===== src/rtl/jt51_pg_ctrl_pkg.sv =====
// Shared definitions for the phase-generator control block: write-select
// field encodings, table depths, field widths and pipeline delays.
package jt51_pg_ctrl_pkg;

    typedef enum logic [2:0] {
        SEL_KC    = 3'd0,
        SEL_KF    = 3'd1,
        SEL_PMS   = 3'd2,
        SEL_MUL   = 3'd3,
        SEL_DT1   = 3'd4,
        SEL_DT2   = 3'd5,
        SEL_KEYON = 3'd6,
        SEL_RSVD  = 3'd7
    } wr_sel_e;

    localparam int CH_DEPTH = 8;
    localparam int OP_DEPTH = 32;

    localparam int KC_W  = 7;
    localparam int KF_W  = 6;
    localparam int PMS_W = 3;
    localparam int MUL_W = 4;
    localparam int DT1_W = 3;
    localparam int DT2_W = 2;

    // Register stages after stage I for each late output.
    localparam int DLY_DT1    = 1;
    localparam int DLY_PG_RST = 2;
    localparam int DLY_MUL    = 5;

    typedef struct packed {
        logic [KC_W-1:0]  kc;
        logic [KF_W-1:0]  kf;
        logic [PMS_W-1:0] pms;
    } ch_entry_t;

    typedef struct packed {
        logic [MUL_W-1:0] mul;
        logic [DT1_W-1:0] dt1;
        logic [DT2_W-1:0] dt2;
    } op_entry_t;

endpackage


===== src/rtl/jt51_pg_ctrl_dly.sv =====
// Fixed-length delay line with synchronous clear.
module jt51_pg_ctrl_dly #(
    parameter int width  = 1,
    parameter int stages = 1
) (
    input  logic             clk,
    input  logic             rst,
    input  logic [width-1:0] din,
    output logic [width-1:0] dout
);

    logic [width-1:0] pipe_q [stages];
    logic [width-1:0] pipe_d [stages];

    // Shift one position per cycle.
    always_comb begin
        pipe_d[0] = din;
        for (int i = 1; i < stages; i++) begin
            pipe_d[i] = pipe_q[i-1];
        end
    end

    // Pipeline registers; reset flushes in-flight values.
    always_ff @(posedge clk) begin
        if (rst) begin
            for (int i = 0; i < stages; i++) begin
                pipe_q[i] <= '0;
            end
        end else begin
            pipe_q <= pipe_d;
        end
    end

    assign dout = pipe_q[stages-1];

endmodule


===== src/rtl/jt51_pg_ctrl.sv =====
// Phase-generator control: slot sequencer, channel/operator parameter
// tables, key-on pending bits and the stage-aligned output pipeline.
// Optional readback port enabled by defining JT51_PG_RDBACK_EN.
module jt51_pg_ctrl
    import jt51_pg_ctrl_pkg::*;
(
    input  logic             clk,
    input  logic             rst,
    input  logic             wr_req,
    output logic             wr_ack,
    input  logic [2:0]       wr_sel,
    input  logic [4:0]       wr_addr,
    input  logic [7:0]       wr_din,
    output logic             zero,
    output logic [KC_W-1:0]  kc_I,
    output logic [KF_W-1:0]  kf_I,
    output logic [PMS_W-1:0] pms_I,
    output logic [DT2_W-1:0] dt2_I,
    output logic [DT1_W-1:0] dt1_II,
    output logic             pg_rst_III,
    output logic [MUL_W-1:0] mul_VI
`ifdef JT51_PG_RDBACK_EN
    ,
    input  logic [2:0]       rd_sel,
    input  logic [4:0]       rd_addr,
    output logic [7:0]       rd_dout
`endif
);

    logic [4:0]       slot_q, slot_d;
    ch_entry_t        ch_q [CH_DEPTH];
    ch_entry_t        ch_d [CH_DEPTH];
    op_entry_t        op_q [OP_DEPTH];
    op_entry_t        op_d [OP_DEPTH];
    logic [31:0]      pend_q, pend_d;

    logic             zero_q, zero_d;
    logic [KC_W-1:0]  kc_q, kc_d;
    logic [KF_W-1:0]  kf_q, kf_d;
    logic [PMS_W-1:0] pms_q, pms_d;
    logic [DT2_W-1:0] dt2_q, dt2_d;
    logic [DT1_W-1:0] dt1_i_q, dt1_i_d;
    logic             pg_rst_i_q, pg_rst_i_d;
    logic [MUL_W-1:0] mul_i_q, mul_i_d;

    wr_sel_e          sel;
    logic             wr_hit;
    logic             unused_din;

    assign sel        = wr_sel_e'(wr_sel);
    assign unused_din = wr_din[7];

    // A write collides when it targets the entry the sequencer reads now.
    always_comb begin
        wr_hit = 1'b0;
        case (sel)
            SEL_KC, SEL_KF, SEL_PMS:           wr_hit = (wr_addr[2:0] == slot_q[2:0]);
            SEL_MUL, SEL_DT1, SEL_DT2, SEL_KEYON: wr_hit = (wr_addr == slot_q);
            default:                           wr_hit = 1'b0;
        endcase
    end

    assign wr_ack = wr_req & ~rst & ~wr_hit;

    // Slot read, key-on service and table update.
    always_comb begin
        slot_d     = slot_q + 5'd1;
        ch_d       = ch_q;
        op_d       = op_q;
        pend_d     = pend_q;

        zero_d     = (slot_q == 5'd0);
        kc_d       = ch_q[slot_q[2:0]].kc;
        kf_d       = ch_q[slot_q[2:0]].kf;
        pms_d      = ch_q[slot_q[2:0]].pms;
        dt2_d      = op_q[slot_q].dt2;
        dt1_i_d    = op_q[slot_q].dt1;
        mul_i_d    = op_q[slot_q].mul;
        pg_rst_i_d = pend_q[slot_q];
        pend_d[slot_q] = 1'b0;

        // Collision-free by construction, so no ordering against the clear.
        if (wr_ack) begin
            case (sel)
                SEL_KC:    ch_d[wr_addr[2:0]].kc  = wr_din[KC_W-1:0];
                SEL_KF:    ch_d[wr_addr[2:0]].kf  = wr_din[KF_W-1:0];
                SEL_PMS:   ch_d[wr_addr[2:0]].pms = wr_din[PMS_W-1:0];
                SEL_MUL:   op_d[wr_addr].mul      = wr_din[MUL_W-1:0];
                SEL_DT1:   op_d[wr_addr].dt1      = wr_din[DT1_W-1:0];
                SEL_DT2:   op_d[wr_addr].dt2      = wr_din[DT2_W-1:0];
                SEL_KEYON: if (wr_din[0]) pend_d[wr_addr] = 1'b1;
                default:   ;
            endcase
        end
    end

    // State and stage-I registers.
    always_ff @(posedge clk) begin
        if (rst) begin
            slot_q <= '0;
            for (int i = 0; i < CH_DEPTH; i++) ch_q[i] <= '0;
            for (int i = 0; i < OP_DEPTH; i++) op_q[i] <= '0;
            pend_q     <= '0;
            zero_q     <= 1'b0;
            kc_q       <= '0;
            kf_q       <= '0;
            pms_q      <= '0;
            dt2_q      <= '0;
            dt1_i_q    <= '0;
            pg_rst_i_q <= 1'b0;
            mul_i_q    <= '0;
        end else begin
            slot_q     <= slot_d;
            ch_q       <= ch_d;
            op_q       <= op_d;
            pend_q     <= pend_d;
            zero_q     <= zero_d;
            kc_q       <= kc_d;
            kf_q       <= kf_d;
            pms_q      <= pms_d;
            dt2_q      <= dt2_d;
            dt1_i_q    <= dt1_i_d;
            pg_rst_i_q <= pg_rst_i_d;
            mul_i_q    <= mul_i_d;
        end
    end

    assign zero  = zero_q;
    assign kc_I  = kc_q;
    assign kf_I  = kf_q;
    assign pms_I = pms_q;
    assign dt2_I = dt2_q;

    jt51_pg_ctrl_dly #(.width(DT1_W), .stages(DLY_DT1)) u_dly_dt1 (
        .clk (clk), .rst (rst), .din (dt1_i_q), .dout (dt1_II)
    );

    jt51_pg_ctrl_dly #(.width(1), .stages(DLY_PG_RST)) u_dly_pg_rst (
        .clk (clk), .rst (rst), .din (pg_rst_i_q), .dout (pg_rst_III)
    );

    jt51_pg_ctrl_dly #(.width(MUL_W), .stages(DLY_MUL)) u_dly_mul (
        .clk (clk), .rst (rst), .din (mul_i_q), .dout (mul_VI)
    );

`ifdef JT51_PG_RDBACK_EN
    logic [7:0] rd_dout_q, rd_dout_d;

    // Field lookup for the readback port, zero-extended.
    always_comb begin
        rd_dout_d = '0;
        case (wr_sel_e'(rd_sel))
            SEL_KC:    rd_dout_d = 8'(ch_q[rd_addr[2:0]].kc);
            SEL_KF:    rd_dout_d = 8'(ch_q[rd_addr[2:0]].kf);
            SEL_PMS:   rd_dout_d = 8'(ch_q[rd_addr[2:0]].pms);
            SEL_MUL:   rd_dout_d = 8'(op_q[rd_addr].mul);
            SEL_DT1:   rd_dout_d = 8'(op_q[rd_addr].dt1);
            SEL_DT2:   rd_dout_d = 8'(op_q[rd_addr].dt2);
            SEL_KEYON: rd_dout_d = 8'(pend_q[rd_addr]);
            default:   rd_dout_d = '0;
        endcase
    end

    // Registered readback data.
    always_ff @(posedge clk) begin
        if (rst) rd_dout_q <= '0;
        else     rd_dout_q <= rd_dout_d;
    end

    assign rd_dout = rd_dout_q;
`endif

endmodule


===== config.mk =====
export PLATFORM = sky130hd
export DESIGN_NAME = jt51_pg_ctrl
export DESIGN_NICKNAME = d
export VERILOG_FILES = /design/src/rtl/jt51_pg_ctrl_pkg.sv /design/src/rtl/jt51_pg_ctrl_dly.sv /design/src/rtl/jt51_pg_ctrl.sv
export SDC_FILE = /design/constraint.sdc
export NUM_CORES = 1
export LEC_CHECK = 0
export CAP_MARGIN = 5
export CORE_ASPECT_RATIO = 0.7
export CORE_UTILIZATION = 55
export CTS_BUF_LIST = sky130_fd_sc_hd__clkbuf_16
export DETAILED_ROUTE_END_ITERATION = 6
export PLACE_DENSITY_LB_ADDON = 0.15
export SYNTH_ARGS = -nofsm -noshare
export SYNTH_HDL_FRONTEND = slang
export SYNTH_HIERARCHICAL = 1
export SYNTH_SLANG_ARGS = --single-unit

===== constraint.sdc =====
create_clock -name clk -period 2.2 [get_ports clk]
set_clock_uncertainty 0.15 [all_clocks]
set_input_delay 0.22 -clock clk [delete_from_list [all_inputs] [get_ports clk]]
set_output_delay 0.22 -clock clk [all_outputs]
set_load 0.02 [all_outputs]

; After elaboration in Yosys (flattened, before gate mapping)
; Cells that the tools add are included.
[totals]
regBits = 505
in_bits = 19
elab_cells = 216
output_inout_bits = 28
[op_classes]
reduce_logical = 12
n_eq_ne = 8
n_lt_le_gt_ge = 10
addsub = 1
bitwise_logic = 11
n_mux = 36
[op_table]
columns = operator, count
row1 = $bwmux W288, 3
row2 = $pmux W288 S3, 1
row3 = $bwmux W128, 3
row4 = $pmux W128 S3, 1
row5 = $demux W16 S3, 3
row6 = $demux W9 S5, 3
row7 = $mux W32, 3
row8 = $bmux W16 S3, 1
row9 = $mux W16, 3
row10 = $bmux W9 S5, 1
row11 = $mux W9, 4
row12 = $and A32 B32 Y32, 1
row13 = $not A32 Y32, 1
row14 = $or A32 B32 Y32, 1
row15 = $ge A6 B6 Y1 const B, 2
row16 = $lt A5 B6 Y1 const B, 2
row17 = $not A5 Y6, 2
row18 = $demux W1 S5, 2
row19 = $ge A5 B1 Y1 const B, 2
row20 = $eq A3 B3 Y1 const B, 3
row21 = $ge A4 B4 Y1 const B, 2
row22 = $not A3 Y4, 2
row23 = $eq A3 B2 Y1 const B, 2
row24 = $lt A6 B1 Y1 const B, 1
row25 = other kinds (20), 29

; Longest topological paths before layout
; Gate-level depths: netlist (run 1).
[logic_depth]
ltp_word = 10
mapped_depth = 9
ltp_nobuf = 5

; Hierarchy
; The synthesis (run 1) kept the hierarchy.
[modules_own_cells]
columns = module, n_inst, cells_each, area_each_um2, seq_area_each_um2
row1 = jt51_pg_ctrl, 1, 2381, 23805.3, 9609.2
row2 = jt51_pg_ctrl_dly at u_dly_mul, 1, 42, 618.1, 400.4
row3 = jt51_pg_ctrl_dly at u_dly_dt1, 1, 6, 78.8, 60.1
row4 = jt51_pg_ctrl_dly at u_dly_pg_rst, 1, 4, 52.6, 40.0

; Worst setup path after synthesis (run 1)
; OpenSTA, ideal clock, no wires.
[synth_path]
kind = register to output
from = register slot_q[0]
to = output port wr_ack
arrival_time_ns = 1.785
path_slack_ns = 0.045
required_ns = 1.830
n_path_buf = 3
path_stages_with_launch = 8
cell_sequence = dfxtp_1 clkbuf_1 xnor2_1 nand4_1 buf_4 buf_4 a21oi_1 nor3b_1
[synth_via]
elab_chain_len = 4
elab_cells_between_ends = 5
cone_classes = 2 x eq/ne / 1 x mux / 2 x bitwise
[synth_rtl]
columns = item, line
row1 = from (decl), jt51_pg_ctrl.sv:30  ; logic [4:0] slot_q, slot_d;
row2 = from (signal assigned), jt51_pg_ctrl.sv:113  ; slot_q <= slot_d;
row3 = $eq A5 B5 Y1 / $eq A3 B3 Y1 (equally long branches), "jt51_pg_ctrl.sv:58, jt51_pg_ctrl.sv:57"
row4 = $pmux W1 S2 *, jt51_pg_ctrl.sv:56  ; case (sel)
row5 = $not A1 Y1 *, jt51_pg_ctrl.sv:63  ; assign wr_ack = wr_req & ~rst & ~wr_hit;
row6 = $and A1 B1 Y1 *, jt51_pg_ctrl.sv:63
row7 = to (decl), jt51_pg_ctrl.sv:10  ; output logic wr_ack,
; Every way passes the cells marked *; elsewhere a longest branch is shown, timed or not.

; Worst setup path after layout (run 1)
; Same ends and word-level chain as after synthesis.

==> flow_summary.toml, run 1 <==
[run_status]
status = "finished, violations left"
failed_checks = "setup timing"

[sta]
period_needed_ns = 2.255
relSlewSlack_pct = 37.04
maxSlewViolCount = 0
setup_viol = 5
worst_pin_slew_ns = 0.9444
rsz0062_at_grt = "true"
finalCritPeriodShare_pct = 102.5
finalWorstSetupSlack_ns = -0.05550
max_freq_ghz = 0.4434
whs_ns = 0.03143
hold_violations = 0

[setup_path]
ff2ff_setup_slack_ns = -0.05
reg2reg_from = "slot_q[0]$_SDFF_PP0_"
worstSetupEndpoint = "wr_ack"
endpoint_kind = "output port"
critical_path.startpoint = "slot_q[0]$_SDFF_PP0_"
crit_path_max_fanout = 6
r2r-end = "dt1_i_q[0]$_SDFF_PP0_"
cp.arrival_ns = 1.89
worstRegToRegCells = 6
crit_type = "reg2out"
cp.required_ns = 1.83
critPathLaunchType = "flop"

[synthesis]
netlist-cell-type-count = 54
synth.yosys.seq_area_share_pct = 41.17
synthAdderAreaFrac_pct = 0.2038
synth_nets = 2456
syn-cell-area_mm2 = 0.02455
synth-compound-area-share_pct = 14.79
yosysWarnings = 6
postSynthCellCount = 2433
synth_mux_area_share_pct = 21.85
synth_top_family_by_area = "multiplexers"
synth.avg_cell_area_um2 = 10.09
synthSimpleGateAreaFrac_pct = 16.95
synth_xor_area_share_pct = 0.2497
ys_seq_elements = 505

[grt]
gr-max-usage-layer = "met2"
overflow = 0
groute.layer.met3.usage_pct = 7.317
use_met2_pct = 46.63
grt_max_degree = 245
use_met1_pct = 46.02
grt_pass1_vias = 19702
antenna_found_initial = 1
grt_pass1_wl_um = 112600
grt_usage_pct = 31.81

[power_and_ir_drop]
p_per_area_mw_per_mm2 = 668.6
leakagePower_nw = 11.96
p_total_mw = 19.75
power.ir.vdd_worst_mv = 0.7141

[finish]
finalNetCount = 2568
drive_above_1_share_pct = 22.63
fillers = 3438
multi_input_area_mm2 = 0.01387
fin_cells = 3175
diodes = 0
syn2layout_area_growth_pct = 20.32
ff_latch_area_mm2 = 0.01013
fin_area_mm2 = 0.02954

[clock_network]
cts_hold_buf = 0
tritoncts = "yes"
clkSinkCount = 505
root_buffer = "clkbuf_16"
cts_made_buffers = 48
clk_latency_ns = 0.59
ctsHtreeMaxLevel = 2
cts_buffer_depth = 3
clkTransAtPathRegs_ns = 0.07

[floorplan]
initial_utilization_pct = 55.96
num_io_pins = 47
die_x_um = 254.5
die_h_um = 178.8
dieArea_mm2 = 0.04551
rows = 64
core_area_mm2 = 0.04388

[drt]
wire_per_inst_um = 22.93
drt-initial-drc-count = 2086
vias_per_cell = 6.259
vias = 19872
dr.pass1.iters = 6
wl_um = 72810
antenna_left = 0
drc = 0

[worst_hold_path]
hp-class = "in2reg"

[place]
postPlaceCellArea_mm2 = 0.02727
dpl.hpwl_um = 49030
dp.cells = 3081
gp_congestion = 0.9137
port_buffers = 45
dp_slack_ns = -0.3438

[job]
maxCapViolations = 0
-- per-layer routing --
metal / wire, um / vias to the layer above
li1: - / 9099
met1: 33830 / 9794
met2: 30760 / 846
met3: 6367 / 133
met4: 1850 / 0
met5: 0 / -
-- report_power, final --
part | switching, mW | internal [mW] | total [mW]
clock | 3.65 | 4.96 | 8.61
sequential | 0.0160 | 9.15 | 9.17
combinational | 1.23 | 0.744 | 1.97
total | 4.90 | 14.9 | 19.8
-- logic make-up (layout without fill, tap and decap cells) --
kind of cell,after synthesis,after routing
AOI/OAI and AO/OA,482,482
and+or+nand+nor,667,667
DFF,505,505
buffers and inverters,272,420
adders and majority gates,4,4
muxes,496,496
xor gates and xnor gates,7,7
-- timing repair --
item                       in CTS  in global routing
resized for setup              54                 52
buffers inserted                7                  1
gates cloned                    0                  1
pin swaps                       3                  7
setup endpoints to repair     239                 39
-- critical path: stages, from the launching register on --
cell and delay, ns:
dfxtp_4 0.40, buf_12 0.16, xnor2_4 0.12, nand4_1 0.21, a21oi_2 0.20, nor3b_2 0.06, buf_4 0.17
-- layout make-up --
class,instances,share of cell area [%]
clock inverter,37,1.245
tap,594,2.516
multi-input combinational,1656,46.96
sequential,505,34.28
inverter,5,0.06352
timing repair buffer,329,10.78
clock buffer,49,4.150
-- through the flow --
step	util, %	TNS [ns]
3_5_place_dp	62.15	-77.25
4_1_cts	66.52	-0.06479
3_3_place_gp	62.15	-60.34
5_1_grt	67.33	-0.3526
6_report	67.33	-0.1351
2_1_floorplan	-	0
-- worst min path at each step --
stage	from	to	slack, ns	cells past startpoint
2_1_floorplan	rst	u_dly_dt1/dout[0]$_SDFF_PP0_	0.14	1
3_3_place_gp	u_dly_mul/pipe_d[13]$_SDFF_PP0_	u_dly_mul/pipe_d[9]$_SDFF_PP0_	0.27	1
3_5_place_dp	dt1_i_q[0]$_SDFF_PP0_	u_dly_dt1/dout[0]$_SDFF_PP0_	0.27	1
4_1_cts	rst	slot_q[0]$_SDFF_PP0_	0.04	3
5_1_grt	rst	slot_q[0]$_SDFF_PP0_	0.06	3
6_report	rst	flop	0.03	3
-- Yosys cell counts, drive strengths merged --
| cell type | count | area share, % |
|---|---|---|
| o31ai | 48 | 1.5 |
| xor2 | 1 | 0.036 |
| nor3 | 5 | 0.16 |
| ha | 4 | 0.20 |
| a31o | 1 | 0.036 |
| nor4b | 2 | 0.16 |
| nor4bb | 2 | 0.082 |
| clkbuf | 168 | 2.6 |
| a21oi | 140 | 2.9 |
| nor2 | 57 | 0.90 |
| a31oi | 1 | 0.051 |
| o21ai | 112 | 2.3 |
| dfxtp | 505 | 41 |
| inv | 5 | 0.076 |
| nor4 | 20 | 0.51 |
| nand4b | 4 | 0.14 |
| o211ai | 66 | 3.3 |
| or2 | 1 | 0.025 |
| nor2b | 26 | 0.95 |
| nand4bb | 8 | 0.37 |
| buf | 99 | 2.1 |
| o2111ai | 33 | 2.7 |
| nand3b | 35 | 1.1 |
| or3b | 3 | 0.11 |
| nor3b | 6 | 0.22 |
| and4 | 1 | 0.036 |
| nand2 | 35 | 0.54 |
| nand3 | 41 | 0.84 |
| o22ai | 80 | 2.0 |
| or4b | 5 | 0.20 |
| o211a | 1 | 0.041 |
| nand4 | 109 | 2.8 |
| mux4 | 32 | 2.9 |
| or4 | 1 | 0.031 |
| nand2b | 294 | 7.5 |
| xnor2 | 6 | 0.21 |
| mux2i | 464 | 19 |
| and3 | 3 | 0.076 |
| or3 | 5 | 0.13 |
| and3b | 4 | 0.14 |
-- cell usage in the layout, fill, tap and decap left out, types with 34 or more instances in the layout --
| master | synthesis | final |
|---|---|---|
| dfxtp_1 | 505 | 500 |
| mux2i_1 | 464 | 456 |
| nand2b_1 | 294 | 291 |
| buf_4 | 10 | 231 |
| a21oi_1 | 140 | 135 |
| o21ai_0 | 112 | 112 |
| nand4_1 | 109 | 109 |
| o22ai_1 | 80 | 65 |
| o211ai_2 | 65 | 60 |
| nor2_1 | 54 | 53 |
| clkbuf_16 | 0 | 50 |
| o31ai_1 | 48 | 48 |
| buf_12 | 0 | 44 |
| clkdlybuf4s50_1 | 0 | 42 |
| nand3_1 | 41 | 41 |
| nand3b_1 | 35 | 35 |
| nand2_1 | 35 | 34 |
(Power assumes the default switching activity.)
==> inputs of run 2 (changes only) <==
--- a/config.mk
+++ b/config.mk
@@ -7,9 +7,11 @@
 export LEC_CHECK = 0
 export CAP_MARGIN = 5
 export CORE_ASPECT_RATIO = 0.7
+export CORE_MARGIN = 2
 export CORE_UTILIZATION = 55
 export CTS_BUF_LIST = sky130_fd_sc_hd__clkbuf_16
 export DETAILED_ROUTE_END_ITERATION = 6
+export DONT_BUFFER_PORTS = 1
 export PLACE_DENSITY_LB_ADDON = 0.15
 export SYNTH_ARGS = -nofsm -noshare
 export SYNTH_HDL_FRONTEND = slang
==> flow_summary.toml, run 2 (synthesis results as in run 1) <==
[drt]
vias_per_cell = 6.273
drc = 0
antenna_left = 0
drt-initial-drc-count = 2304
wire_per_inst_um = 23.27
dr.pass1.iters = 5
vias = 20670
wl_um = 76680

[power_and_ir_drop]
p_per_area_mw_per_mm2 = 618.4
leakagePower_nw = 11.73
p_total_mw = 19.01
power.ir.vdd_worst_mv = 0.5313

[floorplan]
num_io_pins = 47
die_x_um = 256.5
initial_utilization_pct = 55.96
die_h_um = 180.8
rows = 64
dieArea_mm2 = 0.04638
core_area_mm2 = 0.04388

[clock_network]
cts_made_buffers = 49
clkSinkCount = 505
cts_buffer_depth = 3
root_buffer = "clkbuf_16"
tritoncts = "yes"
clkTransAtPathRegs_ns = 0.07
clk_latency_ns = 0.60
ctsHtreeMaxLevel = 2

[grt]
grt_pass1_wl_um = 118800
grt_usage_pct = 31.97
antenna_found_initial = 2
grt_max_degree = 518
grt_pass1_vias = 20531
overflow = 0

[finish]
fillers = 3234
finalNetCount = 2685
fin_area_mm2 = 0.03074
layout_common_cells = "dfxtp_1, mux2i_1, nand2b_1"
layout_commonest_cell = "dfxtp_1"
syn2layout_area_growth_pct = 25.21
drive_above_1_share_pct = 16.78

[place]
gp_congestion = 0.8561
port_buffers = 0
postPlaceCellArea_mm2 = 0.02571
dpl.hpwl_um = 45510

[run_status]
status = "finished, violations left"
failed_checks = "hold timing, setup timing"

[sta]
relSlewSlack_pct = 12.49
finalSetupTns_ns = -0.3671
setup_viol = 9
whs_ns = -0.4359
finalCritPeriodShare_pct = 106.2
rsz0062_at_grt = "true"
hold_violations = 268
worst_pin_slew_ns = 1.313
maxSlewViolCount = 0
max_freq_ghz = 0.4281
finalWorstSetupSlack_ns = -0.1361
period_needed_ns = 2.336

[setup_path]
crit_type = "reg2out"
endpoint_kind = "output port"
cp.arrival_ns = 1.97
critPathLaunchType = "flop"
ff2ff_setup_slack_ns = -0.05
crit_path_max_fanout = 4
cp.required_ns = 1.83

[worst_hold_path]
hp-class = "in2reg"

[job]
maxCapViolations = 0
## run 2: per-stage QoR
step	worst slack [ns]	instances	util (%)	hold WS [ns]
after floorplan	0.04465	2433	-	0.1416
after global routing	-0.1211	3294	70.06	-0.4085
after detailed placement	-0.1839	2907	58.60	0.1692
after global placement	-0.2264	2907	58.60	0.1701
after CTS	-0.1278	3269	68.74	-0.4219
final	-0.1361	3295	70.06	-0.4359
## run 2: final timing paths
| check | start | to | cells after the start |
|---|---|---|---|
| hold / removal | rst | flop | 1 |
| hold reg to reg | flop | flop | 2 |
| setup / recovery | slot_q[0]$_SDFF_PP0_ | wr_ack | 7 |
| setup reg to reg | slot_q[0]$_SDFF_PP0_ | dt2_I[0]$_SDFF_PP0_ | 7 |
## run 2: area by class of cell
type	instances	area, um^2	area share (%)
clock buffer	49	1226	3.988
sequential	505	10130	32.94
multi-input combinational	1656	13770	44.78
antenna	2	5.005	0.01628
timing repair buffer	445	4588	14.92
tap	594	743.2	2.417
clock inverter	39	269.0	0.8750
inverter	5	18.77	0.06105
## run 2: critical path, cell delays in order (launching register included)
cell and delay [ns]:
dfxtp_4 0.38, xnor2_2 0.18, nand4_1 0.13, buf_6 0.15
buf_16 0.12, a21oi_4 0.12, nor3b_1 0.07, buf_4 0.22
## run 2: power by group
part	internal (mW)	switching [mW]	leakage (nW)	total, mW
combinational	0.653	1.02	6.89	1.67
clock	4.39	3.77	0.767	8.17
sequential	9.16	0.0192	4.07	9.17
## run 2: what timing repair did
item / 4_1_cts / 5_1_grt
hold endpoints to repair: 505 / 285
gates resized for setup: 21 / 63
buffers inserted: 5 / 22
pin swaps: 2 / 6
hold buffers: 265 / 2
setup endpoints to repair: 20 / 83
cloned: 4 / 0
## run 2: layer usage
metal	vias to the layer above	GRT usage [%]	share of wire, %
li1	9352	-	-
met1	10331	46.81	46
met2	863	48.39	44
met3	124	6.159	8.5
met4	0	7.767	2.1
met5	-	0	0
==> inputs of run 3 (changes only) <==
--- a/config.mk
+++ b/config.mk
@@ -6,7 +6,7 @@
 export NUM_CORES = 1
 export LEC_CHECK = 0
 export CAP_MARGIN = 5
-export CORE_ASPECT_RATIO = 0.7
+export CORE_ASPECT_RATIO = 0.6
 export CORE_MARGIN = 2
 export CORE_UTILIZATION = 55
 export CTS_BUF_LIST = sky130_fd_sc_hd__clkbuf_16
==> flow_summary.toml, run 3 (synthesis results as in run 1) <==
[run_status]
status = "finished, violations left"
failed_checks = "hold timing, slew limit, setup timing"

[clock_network]
cts_buffer_depth = 3
cts_made_buffers = 47
clkTransAtPathRegs_ns = 0.07
clk_latency_ns = 0.58
ctsHtreeMaxLevel = 2
tritoncts = "yes"
root_buffer = "clkbuf_16"
clkSinkCount = 505

[sta]
worst_pin_slew_ns = 2.210
relSlewSlack_pct = -47.35
setup_viol = 447
hold_violations = 214
period_needed_ns = 2.876
rsz0062_at_grt = "true"
max_freq_ghz = 0.3477
whs_ns = -0.2664
finalCritPeriodShare_pct = 130.7
finalWorstSetupSlack_ns = -0.6759
maxSlewViolCount = 281
finalSetupTns_ns = -94.13

[worst_hold_path]
min_to = "pend_q[8]$_SDFF_PP0_"
holdCritStartpoint = "rst"
hold_path_depth = 2
hp-class = "in2reg"

[setup_path]
worstRegToRegCells = 9
cp_slowest_stage_delay_ns = 1.16
reg2reg_from = "slot_q[0]$_SDFF_PP0_"
crit_type = "in2reg"
critPathLaunchType = "input pin"
crit_chain = "or4b_1, or3_1, o21ai_0, a21oi_1"
cpMaxStageDelayCell = "or4b_1"
ff2ff_setup_slack_ns = -0.11
cp.required_ns = 2.41
endpoint_kind = "flop"
cp.arrival_ns = 3.09
r2r-end = "dt2_I[1]$_SDFF_PP0_"
crit_path_max_fanout = 517

[floorplan]
initial_utilization_pct = 56.19
die_h_um = 167.7
core_area_mm2 = 0.04370
num_io_pins = 47
dieArea_mm2 = 0.04641
die_x_um = 276.8
rows = 59

[drt]
wl_um = 76110
vias = 20699
vias_per_cell = 6.305
wire_per_inst_um = 23.18
drt-initial-drc-count = 2319
drc = 0
dr.pass1.iters = 6
antenna_left = 0

[grt]
grt_usage_pct = 31.48
grt_pass1_vias = 20409
grt_pass1_wl_um = 117300
antenna_found_initial = 2
overflow = 0
grt_max_degree = 518

[finish]
syn2layout_area_growth_pct = 26.60
fin_cells = 3283
layout_commonest_cell = "dfxtp_1"
finalNetCount = 2695
drive_above_1_share_pct = 17.16
layout_common_cells = "dfxtp_1, mux2i_1, nand2b_1"
diodes = 0

[power_and_ir_drop]
p_total_mw = 19.17
leakagePower_nw = 11.65
p_per_area_mw_per_mm2 = 616.5
power.ir.vdd_worst_mv = 0.5844

[place]
dpl.hpwl_um = 44560
dp.cells = 2906
port_buffers = 0
gp_congestion = 0.8608

[job]
maxCapViolations = 0
-- run 3: how the worst max path moves through the flow --
stage | startpoint | end | slack [ns]
2_1_floorplan | slot_q[0]$_SDFF_PP0_ | wr_ack | 0.04
3_3_place_gp | slot_q[0]$_SDFF_PP0_ | dt1_i_q[0]$_SDFF_PP0_ | -0.53
3_5_place_dp | slot_q[0]$_SDFF_PP0_ | dt1_i_q[0]$_SDFF_PP0_ | -0.56
4_1_cts | slot_q[0]$_SDFF_PP0_ | wr_ack | -0.08
5_1_grt | slot_q[0]$_SDFF_PP0_ | flop | -0.04
6_report | rst | flop | -0.68
-- run 3: stage by stage --
stage	worst slack (ns)	utilization [%]	area (um^2)
4_1_cts	-0.07594	69.62	30420
2_1_floorplan	0.04465	-	24550
6_report	-0.6759	71.13	31090
5_1_grt	-0.03913	71.13	31090
3_5_place_dp	-0.5555	58.92	25750
3_3_place_gp	-0.5311	58.92	25750
-- run 3: final cells by class --
| class | count | area, um^2 |
|---|---|---|
| Fill cell | 3106 | 12610 |
| Sequential cell | 505 | 10130 |
| Timing Repair Buffer | 457 | 4671 |
| Inverter | 5 | 18.77 |
| Tap cell | 579 | 724.4 |
| Multi-Input combinational cell | 1656 | 14020 |
| Clock buffer | 50 | 1251 |
| Clock inverter | 31 | 270.3 |
-- run 3: metal layers --
layer | up-vias | share of wire (%) | GRT usage [%]
met5 | - | 0 | 0
met4 | 0 | 1.4 | 7.278
li1 | 9349 | - | -
met3 | 105 | 9.6 | 6.809
met1 | 10317 | 46 | 47.27
met2 | 928 | 43 | 45.83
-- run 3: report_power, final --
part / total (mW) / leakage [nW] / internal [mW] / switching, mW
Sequential: 9.17 / 4.07 / 9.15 / 0.0198
Clock: 8.31 / 0.775 / 4.67 / 3.64
Combinational: 1.69 / 6.80 / 0.632 / 1.06
Total: 19.2 / 11.6 / 14.5 / 4.71
-- run 3: worst max-delay path: cells and delay by family --
family	cells	cell delay, ns
simple gates	2	1.71
compound gates	2	0.33
-- run 3: timing repair --
action	CTS	global route
setup endpoints to repair	24	302
hold buffers	270	8
buffers inserted	11	4
resized for setup	47	81
pin swaps	4	35
cloned	0	5
endpoints found under the hold margin	505	286
